===== config.mk =====
export PLATFORM = sky130hd
export DESIGN_NAME = sq_image_cache_reader
export DESIGN_NICKNAME = d
export VERILOG_FILES = /design/src/rtl/sq_image_cache_reader.sv
export SDC_FILE = /design/constraint.sdc
export NUM_CORES = 1
export LEC_CHECK = 0
export BUFFER_PORTS_ARGS = -buffer_cell sky130_fd_sc_hd__clkbuf_2
export CAP_MARGIN = 20
export CORE_MARGIN = 4
export CORE_UTILIZATION = 35
export DETAILED_ROUTE_END_ITERATION = 7
export GPL_ROUTABILITY_DRIVEN = 0
export PLACE_DENSITY = 0.51
export SYNTH_ARGS = -nofsm -noshare
export SYNTH_HDL_FRONTEND = slang
export SYNTH_SLANG_ARGS = --single-unit

===== constraint.sdc =====
create_clock -name clk -period 2.95 [get_ports clk]
set_clock_uncertainty 0.2 [all_clocks]
set_input_delay 0.295 -clock clk [delete_from_list [all_inputs] [get_ports clk]]
set_output_delay 0.295 -clock clk [all_outputs]
set_load 0.005 [all_outputs]

===== src/rtl/sq_image_cache_reader.sv =====
// sq_image_cache_reader: raster-order read-out of the square image cache into a valid/ready stream
// Ports: clk/reset (sync, active high); start pulse begins a frame, busy/done report progress;
// re/raddrX/raddrY drive the cache read port and rdata returns RD_LATENCY cycles after re;
// q/q_valid/q_ready form the output stream, q_eol marks the row end, q_last marks the frame end.
module sq_image_cache_reader #(
    parameter int WORD_SIZE  = 8,
    parameter int COLS       = 32,
    parameter int ROWS       = 32,
    parameter int X_WIDTH    = 5,
    parameter int Y_WIDTH    = 5,
    parameter int RD_LATENCY = 2,
    parameter int FIFO_DEPTH = 4
) (
    input  logic                 clk,
    input  logic                 reset,
    input  logic                 start,
    output logic                 busy,
    output logic                 done,
    output logic                 re,
    output logic [X_WIDTH-1:0]   raddrX,
    output logic [Y_WIDTH-1:0]   raddrY,
    input  logic [WORD_SIZE-1:0] rdata,
    output logic [WORD_SIZE-1:0] q,
    output logic                 q_valid,
    input  logic                 q_ready,
    output logic                 q_eol,
    output logic                 q_last
);
    localparam int AW = $clog2(FIFO_DEPTH);
    localparam int CW = $clog2(RD_LATENCY + FIFO_DEPTH + 2) + 1;
    localparam logic [X_WIDTH-1:0] X_LAST = X_WIDTH'(COLS - 1);
    localparam logic [Y_WIDTH-1:0] Y_LAST = Y_WIDTH'(ROWS - 1);
    typedef enum logic [1:0] {IDLE, ISSUE, DRAIN, DONE} state_t;
    state_t state_q, state_d;
    logic [X_WIDTH-1:0] x_q, x_d, raddr_x_q, raddr_x_d;
    logic [Y_WIDTH-1:0] y_q, y_d, raddr_y_q, raddr_y_d;
    logic re_q, re_d;
    logic [RD_LATENCY-1:0] pv_q, pv_d, pe_q, pe_d, pl_q, pl_d;
    logic [WORD_SIZE+1:0] mem_q [FIFO_DEPTH];
    logic [WORD_SIZE+1:0] head;
    logic [AW-1:0] wp_q, wp_d, rp_q, rp_d;
    logic [AW:0] cnt_q, cnt_d;
    logic [CW-1:0] inflight, used;
    logic push, pop, credit, issue, at_eol, at_last;
    always_ff @(posedge clk) begin
        if (reset) begin
            state_q   <= IDLE;
            x_q       <= '0;
            y_q       <= '0;
            re_q      <= 1'b0;
            raddr_x_q <= '0;
            raddr_y_q <= '0;
            pv_q      <= '0;
            pe_q      <= '0;
            pl_q      <= '0;
            wp_q      <= '0;
            rp_q      <= '0;
            cnt_q     <= '0;
        end else begin
            state_q   <= state_d;
            x_q       <= x_d;
            y_q       <= y_d;
            re_q      <= re_d;
            raddr_x_q <= raddr_x_d;
            raddr_y_q <= raddr_y_d;
            pv_q      <= pv_d;
            pe_q      <= pe_d;
            pl_q      <= pl_d;
            wp_q      <= wp_d;
            rp_q      <= rp_d;
            cnt_q     <= cnt_d;
        end
    end
    always_ff @(posedge clk) begin
        if (push) mem_q[wp_q] <= {pl_q[RD_LATENCY-1], pe_q[RD_LATENCY-1], rdata};
    end
    always_comb begin
        state_d = state_q;
        case (state_q)
            IDLE:    if (start) state_d = ISSUE;
            ISSUE:   if (credit && at_last) state_d = DRAIN;
            DRAIN:   if (pop && q_last) state_d = DONE;
            default: state_d = IDLE;
        endcase
    end
    // Credit counts the read being presented now, reads still in the latency pipe and
    // buffered words; a pop this cycle frees a slot so a full-rate stream never stalls.
    always_comb begin
        inflight = '0;
        for (int i = 0; i < RD_LATENCY; i++) inflight = inflight + CW'(pv_q[i]);
        used      = inflight + CW'(re_q) + CW'(cnt_q) - CW'(pop);
        credit    = used < CW'(FIFO_DEPTH);
        at_eol    = x_q == X_LAST;
        at_last   = at_eol && y_q == Y_LAST;
        issue     = state_q == ISSUE && credit;
        re_d      = issue;
        raddr_x_d = issue ? x_q : raddr_x_q;
        raddr_y_d = issue ? y_q : raddr_y_q;
        x_d       = state_q == IDLE ? '0 : issue ? (at_eol ? '0 : x_q + 1'b1) : x_q;
        y_d       = state_q == IDLE ? '0 : (issue && at_eol) ? (at_last ? '0 : y_q + 1'b1) : y_q;
        busy      = state_q == ISSUE || state_q == DRAIN;
        done      = state_q == DONE;
        re        = re_q;
        raddrX    = raddr_x_q;
        raddrY    = raddr_y_q;
    end
    // Flags ride along with the valid bit so they emerge exactly with their rdata.
    always_comb begin
        pv_d    = RD_LATENCY'({pv_q, re_q});
        pe_d    = RD_LATENCY'({pe_q, raddr_x_q == X_LAST});
        pl_d    = RD_LATENCY'({pl_q, raddr_x_q == X_LAST && raddr_y_q == Y_LAST});
        push    = pv_q[RD_LATENCY-1];
        q_valid = cnt_q != '0;
        pop     = q_valid && q_ready;
        wp_d    = wp_q + AW'(push);
        rp_d    = rp_q + AW'(pop);
        cnt_d   = cnt_q + (AW+1)'(push) - (AW+1)'(pop);
        head    = mem_q[rp_q];
        q       = head[WORD_SIZE-1:0];
        q_eol   = q_valid && head[WORD_SIZE];
        q_last  = q_valid && head[WORD_SIZE+1];
    end
    assert property (@(posedge clk) disable iff (reset) !(push && !pop && cnt_q == (AW+1)'(FIFO_DEPTH)));
endmodule


# [After elaboration in Yosys (flattened, before gate mapping)]
# Memories as Yosys holds them, arrays and structs flattened. A register that Yosys moved wholly into a read port is not among the register bits.
# Cells that the tools add are included.
[word_totals] word_cells=57 inputBits=12 output_inout_bits=24 memories=1 register_bits=36 ramBits=40
[op_classes] muxes=9 n_eq_ne=10 magnitude_cmp=1 n_reduce_logical=14 n_addsub=10
[mem_list] name="mem_q" words=4 width=10 read_ports=1 rd_ports_with_merged_regs=1 wr=1 line="39" rtl="logic [WORD_SIZE+1:0] mem_q [FIFO_DEPTH];"
[op_table] cell="== test 5 bit (second input constant)" count=4
[op_table] cell="adder 5 x 1 -> 5 bit (second input constant)" count=2
[op_table] cell="2-to-1 mux 5 bit" count=2
[op_table] cell="logical AND 1 bit" count=9
[op_table] cell="2-to-1 mux 2 bit" count=4
[op_table] cell="!= test 2 bit (second input constant)" count=3
[op_table] cell="one-hot mux 2 bit (3 select lines)" count=1
[op_table] cell="adder 2 x 1 -> 2 bit" count=2
[op_table] cell="adder 3 x 3 -> 4 bit" count=1
[op_table] cell="== test 2 bit (second input constant)" count=2
[op_table] cell="less-than comparator 4 x 3 -> 1 bit (second input constant)" count=1
[op_table] cell="subtractor 4 x 1 -> 4 bit" count=1
[op_table] cell="adder 2 x 1 -> 3 bit" count=1
[op_table] cell="adder 3 x 1 -> 3 bit" count=1
[op_table] cell="AND reduction 3 bit" count=1
[op_table] cell="nonzero test 3 bit" count=1
[op_table] cell="subtractor 3 x 1 -> 3 bit" count=1
[op_table] cell="adder 1 x 1 -> 2 bit" count=1
[op_table] cell="== test 2 x 1 -> 1 bit (second input constant)" count=1
[op_table] cell="logical NOT 2 bit" count=1
[op_table] cell="2-to-1 mux 1 bit" count=2
[op_table] cell="OR reduction 2 bit" count=1
[op_table] cell="logical OR 1 bit" count=1

# [Logic depth before layout (Yosys ltp)]
[logic_depth] depth_word=8 depth_mapped=13 depth_no_buf=11

# [Worst setup path before layout]
# Ideal clock, no wire load.
[synth_timing] kind="flip-flop to flip-flop" from="register cnt_q[0]" to="register state_q[0]" t_arrival_ns=2.982 setup_time_ns=0.121 required_time_ns=2.629 path_buffers=0 path_slack_ns=-0.353 path_stages_with_launch=12 period_less_slack_ns=3.303 path_cell_list="dfxtp_1 -> or3_1 -> and2_1 -> nand2b_1 -> nand2_1 -> fa_1 -> ha_1 -> a31o_1 -> and3_1 -> o211ai_1 -> a222oi_1 -> mux2_2"
[synth_via] elab_chain_len=7 elab_cells_between_ends=11 cone_classes="add/sub (2); order compare (1); eq/ne (2); reduce/logical (6)"
[synth_lines] item="from (decl)" line="42" rtl="logic [AW:0] cnt_q, cnt_d;"
[synth_lines] item="from (signal assigned)" line="71" rtl="cnt_q <= cnt_d;"
[synth_lines] item="nonzero test 3 bit (*)" line="113" rtl="q_valid = cnt_q != '0;"
[synth_lines] item="net q_valid" line="24" rtl="output logic q_valid,"
[synth_lines] item="logical AND 1 bit" line="114" rtl="pop = q_valid && q_ready;"
[synth_lines] item="subtractor 4 x 1 -> 4 bit" line="91" rtl="used = inflight + CW'(re_q) + CW'(cnt_q) - CW'(pop);"
[synth_lines] item="less-than comparator 4 x 3 -> 1 bit" line="92" rtl="credit = used < CW'(FIFO_DEPTH);"
[synth_lines] item="logical AND 1 bit" line="81" rtl="ISSUE: if (credit && at_last) state_d = DRAIN;"
[synth_lines] item="!= test 2 bit (no line)"
[synth_lines] item="AND reduction 3 bit (no line) (*)"
[synth_lines] item="to (signal assigned)" line="60" rtl="state_q <= state_d;"
[synth_lines] item="to (decl)" line="34" rtl="state_t state_q, state_d;"
# The timed path passes the listed nets; every way through them passes the cells marked *.
# A chain may end at the register's enable or synchronous reset.

# [Final worst setup path]
[layout_timing] from="register cnt_q[2]" to="register state_q[0]"
[layout_via] elab_chain_len=7 elab_cells_between_ends=11 cone_classes="add/sub (2); order compare (1); eq/ne (2); reduce/logical (6)"
[layout_lines] item="branches (longest 6 deep; another with adder 3 x 3 -> 4 bit)"
[layout_lines] item="AND reduction 3 bit (no line) (*)"
# Every way passes the cells marked *.

==> impl_metrics.json <==
{
  "status": "complete, but fails checks",
  "violations": "negative setup slack",
  "total_power_w": 0.00315,
  "clk_pin_slew_worst_paths_ns": 0.09,
  "floorplan.die.height_um": 103,
  "final_cell_mix": "edfxtp_1, clkbuf_2, dfxtp_1",
  "grt_max_degree": 29,
  "die_w_um": 103,
  "tightest_slew_ns": 0.567,
  "ys_seq_area_share_pct": 61.2,
  "syn_area_per_cell_um2": 13.8,
  "hold_viol": 0,
  "hp-class": "reg -> reg",
  "syn2layout_area_growth_pct": 26.1,
  "ios": 36,
  "vias": 1923,
  "maxCapViolations": 0,
  "grt_pass1_vias": 1929,
  "cts_tree": "built",
  "worstSkewPairLatency_ns": 0.34,
  "layout_commonest_cell": "edfxtp_1",
  "nets": 322,
  "setup_viol": 16,
  "fin_tns_setup_ns": -1.47,
  "die_area_um2": 10600,
  "ys_seq_elements": 76,
  "crit_required_ns": 2.99,
  "period_minus_slack_ns": 3.11,
  "syn_inst": 227,
  "cp_slowest_cell": "or3_4",
  "ant_nets": 0,
  "wl_per_cell_um": 14.2,
  "gr-total-overflow": 0,
  "grt_antenna_before_repair": 0,
  "crit_arrival_ns": 3.16,
  "start_util_pct": 36.0,
  "start_kind": "register",
  "numCtsBuffers": 9,
  "grt.total_usage_pct": 12.1,
  "num_antenna_cells": 0,
  "crit_path_max_incr_delay_ns": 0.38,
  "ir_drop_mv": 0.339,
  "initialDrtViolationCount": 57,
  "dpl.hpwl_um": 3940,
  "num_rows": 34,
  "firstDrtPassIters": 4,
  "io_buffer_count": 35,
  "slew_headroom_pct": 62.2,
  "drcViolationCount": 0,
  "worst-path-max-fanout": 3,
  "drv_slew": 0,
  "yosys_warnings": 0,
  "rsz0062_at_grt": "true",
  "crit_chain": "or3_4, and2_4, nand2b_4, nand2_4, fa_2, ha_4, a31o_4, and3_4, o211ai_1, a222oi_1, mux2_2",
  "drt_wl_total_um": 5750,
  "setup_slack_ns": -0.164,
  "cp-end-kind": "register",
  "h-tree-depth": 3,
  "cts_sinks": 76,
  "netlist_area_um2": 3140,
  "routed_via_density": 4.74,
  "core_um2": 8720,
  "syn_nets": 256,
  "max_freq_mhz": 321,
  "nFillCells": 798,
  "leakagePower_nw": 1.58,
  "pre_cts_slack_ns": -0.243,
  "powerDensity_nw_per_um2": 795,
  "cts.path.max_buffers": 2,
  "ys_types": 42,
  "grt_pass1_wl_um": 9510,
  "root_buffer": "clkbuf_8",
  "final_util_pct": 45.4,
  "path_class": "reg -> reg",
  "period_share_pct": 106,
  "drive_above_1_share_pct": 34.2
}
==> worst max-delay path, delay by kind of cell, from the launching register on <==
kind,cells,cell delay [ns]
compound gates,3,0.59
flops,1,0.32
fa+ha+maj,2,0.65
simple gates,5,0.87
mux,1,0.38
==> metal layers <==
layer | part of all wire (%) | global-route usage (%) | wire length, µm | up-vias
li1 | - | - | - | 962
met3 | 3.9 | 3.11 | 226 | 11
met4 | 2.2 | 5.75 | 125 | 0
met2 | 49 | 20.3 | 2800 | 31
met1 | 45 | 14.4 | 2600 | 919
met5 | 0 | 0 | 0 | -
==> kinds of logic after synthesis <==
family / after synthesis / share of synthesized area (%)
simple gates: 70 / 12.2
mux: 25 / 12.0
flops: 76 / 61.2
compound gates: 19 / 3.82
buf+inv: 15 / 2.19
xor+xnor: 5 / 1.39
fa+ha+maj: 17 / 7.25
==> sequential cells by signal (all words and copies together) (netlist names), 2 cells and up <==
name,cells
raddrX,5
pe_q,2
x_q,5
y_q,5
wp_q,2
state_q,2
pl_q,2
pv_q,2
cnt_q,3
rp_q,2
mem_q,40
raddrY,5
==> final cells by class <==
class                           count  area (µm²)  share of cell area, %
Clock inverter                      6        71.3                   1.80
Multi-Input combinational cell    136        1230                   31.0
Sequential cell                    76        1920                   48.6
Timing Repair Buffer               63         437                   11.0
Inverter                            7        26.3                  0.664
Tap cell                          108         135                   3.41
Clock buffer                       10         138                   3.48
==> per-stage QoR <==
| stage | std cells | instance area, µm² | hold WS [ns] |
|---|---|---|---|
| 2_1_floorplan | 227 | 3180 | 0.194 |
| 3_3_place_gp | 381 | 3590 | 0.242 |
| 3_5_place_dp | 381 | 3590 | 0.222 |
| 4_1_cts | 406 | 3920 | 0.245 |
| 5_1_grt | 406 | 3960 | 0.258 |
| 6_report | 406 | 3960 | 0.244 |
==> synth_stat cells <==
master,number,share of area [%]
inv_1,7,0.84
a222oi_1,1,0.32
nor3b_1,2,0.48
ha_1,15,6.0
nor2_1,24,2.9
clkbuf_1,4,0.48
o211ai_1,1,0.24
nor3_1,1,0.16
o21ai_0,4,0.64
a31o_1,1,0.28
fa_1,2,1.3
a31oi_1,2,0.40
buf_2,1,0.16
and3b_1,1,0.28
nand3_1,2,0.32
nand4_1,1,0.20
nand2_1,10,1.2
and3_1,5,1.0
dfxtp_1,36,23
or4b_1,2,0.64
buf_4,1,0.24
edfxtp_1,40,38
buf_1,1,0.12
and4_1,1,0.28
or3_1,3,0.60
mux2_2,1,0.36
nor2b_1,6,1.2
buf_6,1,0.36
a21oi_1,8,1.3
or2_2,1,0.20
o211ai_2,1,0.40
mux4_2,10,7.2
xnor2_1,3,0.84
mux2i_1,14,4.5
or4_1,2,0.48
o21ai_2,1,0.28
or3b_1,1,0.28
nand2b_1,3,0.60
and2_1,3,0.60
or3b_2,1,0.28
nor3_4,1,0.52
xor2_1,2,0.56
==> final timing paths <==
| path | slack, ns | cells after the start | from | endpoint |
|---|---|---|---|---|
| min | 0.24 | 1 | pl_q[0] | pl_q[1] |
| max reg2reg | -0.16 | 11 | cnt_q[2] | state_q[0] |
| min reg2reg | 0.24 | 1 | pl_q[0] | pl_q[1] |
| max | -0.16 | 11 | cnt_q[2] | state_q[0] |
==> repair_timing <==
| item | in CTS | in global routing |
|---|---|---|
| buffers inserted | 1 | 0 |
| resized for setup | 5 | 11 |
| endpoints found under the hold margin | 32 | 0 |
| endpoints found under the setup margin | 21 | 23 |
| hold buffers | 8 | 0 |
| pin swaps | 7 | 5 |
==> report_power, final <==
part           leakage (nW)  internal [W]  switching [W]
sequential            0.655       0.00116      0.0000612
clock                0.0995      0.000421       0.000406
combinational         0.823      0.000610       0.000487
total                  1.58       0.00219       0.000954
Power figures use the tool's default switching activity.
